**src/rtl/wb_regfile.sv**
```systemverilog
// wb_regfile: MIPS write-back stage plus the 2**ADDR_W x DATA_W architectural
// register file. It selects the write-back data, commits it on the rising
// edge, serves two combinational ID-stage read ports with optional same-cycle
// bypass, and keeps a 32-bit count of committed register writes.
//
// Handshake: there is no valid/ready pair. The MEM/WB register presents one
// instruction every cycle. wb_RegWrite acts as the "valid" qualifier for a
// write, and the file is always ready, so a write that is qualified commits
// on that same rising edge.
module wb_regfile #(
    parameter int DATA_W = 32,
    parameter int ADDR_W = 5,
    parameter bit BYPASS = 1'b1
) (
    input  logic              clk,
    input  logic              reset,
    input  logic              wb_RegWrite,
    input  logic              wb_MemToReg,
    input  logic [DATA_W-1:0] MemWb_ReadData,
    input  logic [DATA_W-1:0] MemWb_AluResult,
    input  logic [ADDR_W-1:0] MemWb_MuxRegDst,
    input  logic [ADDR_W-1:0] ReadReg1,
    input  logic [ADDR_W-1:0] ReadReg2,
    output logic [DATA_W-1:0] ReadData1,
    output logic [DATA_W-1:0] ReadData2,
    output logic [DATA_W-1:0] Wb_WriteData,
    output logic [ADDR_W-1:0] Wb_WriteReg,
    output logic              Wb_WriteEn,
    output logic [31:0]       Wb_CommitCount
);

    localparam int DEPTH = 2 ** ADDR_W;

    logic [DATA_W-1:0] regs [DEPTH];
    logic [31:0]       commit_count;

    // Write-back mux, export of the destination, and the effective write
    // enable. r0 is hardwired to zero and reset blocks the write.
    always_comb begin
        Wb_WriteData = wb_MemToReg ? MemWb_ReadData : MemWb_AluResult;
        Wb_WriteReg  = MemWb_MuxRegDst;
        Wb_WriteEn   = wb_RegWrite && (MemWb_MuxRegDst != '0) && !reset;
    end

    // Register storage and commit counter. Reset clears the whole file in a
    // single edge and takes priority over a coincident write.
    always_ff @(posedge clk) begin
        if (reset) begin
            for (int i = 0; i < DEPTH; i++) begin
                regs[i] <= '0;
            end
            commit_count <= '0;
        end else if (Wb_WriteEn) begin
            regs[MemWb_MuxRegDst] <= Wb_WriteData;
            commit_count          <= commit_count + 32'd1;
        end
    end

    assign Wb_CommitCount = commit_count;

    // Read port 1. r0 and reset read as zero. The in-flight write is returned
    // first (write-first), otherwise the stored value is returned.
    always_comb begin
        ReadData1 = regs[ReadReg1];
        if (reset || (ReadReg1 == '0)) begin
            ReadData1 = '0;
        end else if (BYPASS && Wb_WriteEn && (ReadReg1 == MemWb_MuxRegDst)) begin
            ReadData1 = Wb_WriteData;
        end
    end

    // Read port 2. Same rules as port 1 and fully independent of it.
    always_comb begin
        ReadData2 = regs[ReadReg2];
        if (reset || (ReadReg2 == '0)) begin
            ReadData2 = '0;
        end else if (BYPASS && Wb_WriteEn && (ReadReg2 == MemWb_MuxRegDst)) begin
            ReadData2 = Wb_WriteData;
        end
    end

endmodule

```
**config.mk**
```make
export PLATFORM = sky130hd
export DESIGN_NAME = wb_regfile
export DESIGN_NICKNAME = d
export VERILOG_FILES = /design/src/rtl/wb_regfile.sv
export SDC_FILE = /design/constraint.sdc
export NUM_CORES = 2
export LEC_CHECK = 0
export BUFFER_PORTS_ARGS = -buffer_cell sky130_fd_sc_hd__buf_4
export CELL_PAD_IN_SITES_DETAIL_PLACEMENT = 1
export CELL_PAD_IN_SITES_GLOBAL_PLACEMENT = 1
export CORE_ASPECT_RATIO = 0.8
export CORE_MARGIN = 1.5
export CORE_UTILIZATION = 41
export CTS_BUF_LIST = sky130_fd_sc_hd__clkbuf_4
export CTS_CLUSTER_SIZE = 14
export DETAILED_ROUTE_END_ITERATION = 7
export HOLD_SLACK_MARGIN = 0.12
export PLACE_DENSITY_LB_ADDON = 0.1
export SLEW_MARGIN = 20
export SYNTH_ARGS = -nofsm -noshare
export SYNTH_HDL_FRONTEND = slang
export SYNTH_SLANG_ARGS = --single-unit
```
**constraint.sdc**
```tcl
create_clock -name clk -period 3.6 [get_ports clk]
set_clock_uncertainty 0.05 [all_clocks]
set_input_delay 0.54 -clock clk [delete_from_list [all_inputs] [get_ports clk]]
set_output_delay 0.54 -clock clk [all_outputs]
set_load 0.01 [all_outputs]
```
==> run metrics <==
run status=finished, violations left; failing checks=DRC, setup timing; final setup fails=60; Final Hold Viols=0; worst endpoint required time=3.01 ns; commonest non-fill, non-tap cell in the layout=nor2_1; family with the most delay on the worst path=multiplexers; Buffers & Inverters on Critical Path=1; Pint=21.8 mW; Sw Share=0.277; Max-Cap Viols=0; vias per cell=6.36; die area=135000 um2; GPL Wtd Cong=0.855; die height=329 um; hold depth=6; Ports=217; Peak Freq=252 MHz; clk slew on worst S/H paths=0.06 ns; Core Footprint=132000 um2; final instance area=roughly 66000 um2; Setup WS pre-CTS=0.101 ns; relative slew slack=0.293; HPWL Detailed=132 mm; Critical Path AT=3.38 ns; placed instance area=60100 um2; global route overflow=0; post-synthesis register bit count=1056; most used cell, CP=mux4_2; Post-Syn Area=approximately 54000 um2; CTS tree=yes; routed via count=slightly above 40000; Synth cell types=48; CTS sink cnt=1056; reg2reg path depth=5; Seq/Total Area, Yosys=0.576; TritonRoute pass-1 iters=8; R2R Setup Slk=1.15 ns; Combinational Power Share=0.151; Final TNS setup=-11.55 ns; clock root buffer=clkbuf_4; area leader, netlist=edfxtp_1; wire length after detailed routing=about 220 mm; Cell Pwr Density=460 nW/um2; Routed wire per std cell=34.2 um; initial DRC count=5466; sequential power share=0.480; RSZ-0062 raised after global routing=yes; first-pass GRT wire length=306 mm; hold crit path type=in -> reg; initial antenna violation count=6; synth top area cells=edfxtp_1 56%, mux4_2 17%, nor2_1 7.7%, mux2i_1 5.4%, clkbuf_1 2.2%; CTS buffer count=about 300; Total GRT Usage=0.322; Remaining DRCs=33; vias in the first global route=a little over 40000; Switch Pwr=8.37 mW; critical-path cell list=mux4_2 -> mux4_2 -> nor2b_4 -> a221o_1 -> buf_6; Routed Antenna Nets=0; H-tree Lvls=5; Final min period=3.97 ns; worst slew pin tran=1.06 ns; critical path endpoint category=output port; Worst Slack Setup Final=-0.372 ns; clk buf depth=4; Yosys top cell area share=0.564; # port buffers=216; critical path class=reg -> out; hold endpoint=regs[2][31]; Mapped Avg Cell Area=~14 um2; worst reg2reg path startpoint=Wb_CommitCount[7]; reg-to-reg endpoint=Wb_CommitCount[30]; fraction of layout cells with a size suffix above 1=0.337; Post-Syn Instances=between 4000 and 5000; row cnt=119; largest net degree at the start of global routing=53; worst stage delay on the critical path=0.50 ns; Max Slew Vio Count=0; maximum vdd drop=slightly above 400 uV; clock power share=0.369; worst-skew pair later-pin latency=1.34 ns; Synth-to-Final Area Change=20.4%; P_leak=24.2 nW; Setup crit start=regs[9][26]; Worst path slowest cell=mux4_2; Initial Utilization=0.414; Die X-Extent=roughly 410 um; most frequent cells in the layout=1102 x nor2_1, 1024 x edfxtp_1, 434 x clkbuf_4; CP max FO=2; final critical-path share of the clock period=1.10; Layout Nets=4593; Ys Warns=0; startpoint class of the critical path=flop; startpoint of the worst hold path=MemWb_MuxRegDst[3]
cell type report:
| cell class | instances | area (um2) |
|---|---|---|
| antenna | 10 | 25.0 |
| clock buffer | 434 | 3260 |
| clock inverter | 75 | 368 |
| fill | 13400 | 66200 |
| inverter | 42 | 160 |
| multi-input combinational | 2518 | 22400 |
| sequential | 1056 | 31400 |
| tap | 1754 | 2190 |
| timing repair buffer | 587 | 5830 |
worst max-delay path by stage:
stage | end | depth (start not counted) | slack [ns]
2_1_floorplan | ReadData2[11] | 7 | 0.44
3_3_place_gp | ReadData2[12] | 8 | 0.09
3_5_place_dp | ReadData2[12] | 8 | 0.10
4_1_cts | ReadData1[29] | 5 | -0.44
5_1_grt | ReadData1[12] | 5 | -0.44
6_report | ReadData1[26] | 5 | -0.37
what timing repair did:
| item | 4_1_cts | 5_1_grt |
|---|---|---|
| pin swaps | 82 | 30 |
| endpoints found under the hold margin | 1270 | 64 |
| resized for setup | 138 | 49 |
| buffers inserted | 5 | 11 |
| endpoints found under the setup margin | 64 | 64 |
| hold buffers | 79 | 4 |
| gates cloned | 0 | 5 |
synthesized netlist by cell type, drive strengths merged:
master,number
nor2,1116
a221oi,130
dfxtp,32
xnor2,21
nand4,8
and3b,2
a21oi,47
and3,4
or2,1
xor2,6
ha,1
conb,1
o211ai,1
nor2b,36
a2111oi,1
nand2,111
clkbuf,318
and2,1
a2111o,32
a221o,32
or4,2
o21ai,13
edfxtp,1024
or3,13
mux2,1
o21bai,33
mux2i,292
buf,101
nor3b,4
nor4,6
mux4,413
and4,4
inv,42
o31ai,3
nand3,9
o21a,1
o311ai,2
nor3,10
nand3b,1
a22oi,129
worst reg2reg max path, stage by stage, from the launching register on:
cell and delay (ns):
dfxtp_1 0.46, and4_1 0.24, nand3_1 0.26, or4_1 0.80, or3_1 0.43, a21oi_1 0.14
state kept, by name, summed over array words and instances, names as in the netlist:
signal	flops
Wb_CommitCount	32
regs	1024
metrics by stage:
step | util | std cells | hold slack, ns | total power [mW]
after floorplan | - | 4035 | 0.457 | 17.0
after global placement | 0.456 | 5858 | 0.425 | 18.9
after detailed placement | 0.456 | 5858 | 0.456 | 18.9
after CTS | 0.494 | 6448 | 0.135 | 30.2
after global routing | 0.498 | 6471 | 0.146 | 31.1
final | 0.498 | 6476 | 0.153 | 30.2
power by group through the flow:
stage | Clock, mW | Combinational, mW | Sequential, mW
3_3_place_gp | 0 | 4.15 | 14.7
2_1_floorplan | 0 | 2.42 | 14.6
3_5_place_dp | 0 | 4.18 | 14.7
5_1_grt | 11.9 | 4.73 | 14.6
6_report | 11.1 | 4.55 | 14.5
4_1_cts | 11.3 | 4.41 | 14.5
metal layers:
layer,GRT usage,routed length (um),share of wire
met4,0.100,5620,0.025
met1,0.470,93500,0.42
met5,0,170,0.00077
met3,0.0727,23900,0.11
met2,0.479,98200,0.44
cell families after synthesis:
family,count (synthesis),share of synthesized area
and+or+nand+nor,1328,0.0962
adders and majority gates,1,0.000230
AOI/OAI and AO/OA,424,0.0630
muxes,706,0.225
buffers and inverters,461,0.0356
xor gates and xnor gates,27,0.00434
DFF,1056,0.576
other,1,0.0000688
Note: power is estimated with default switching activity, not from simulation.
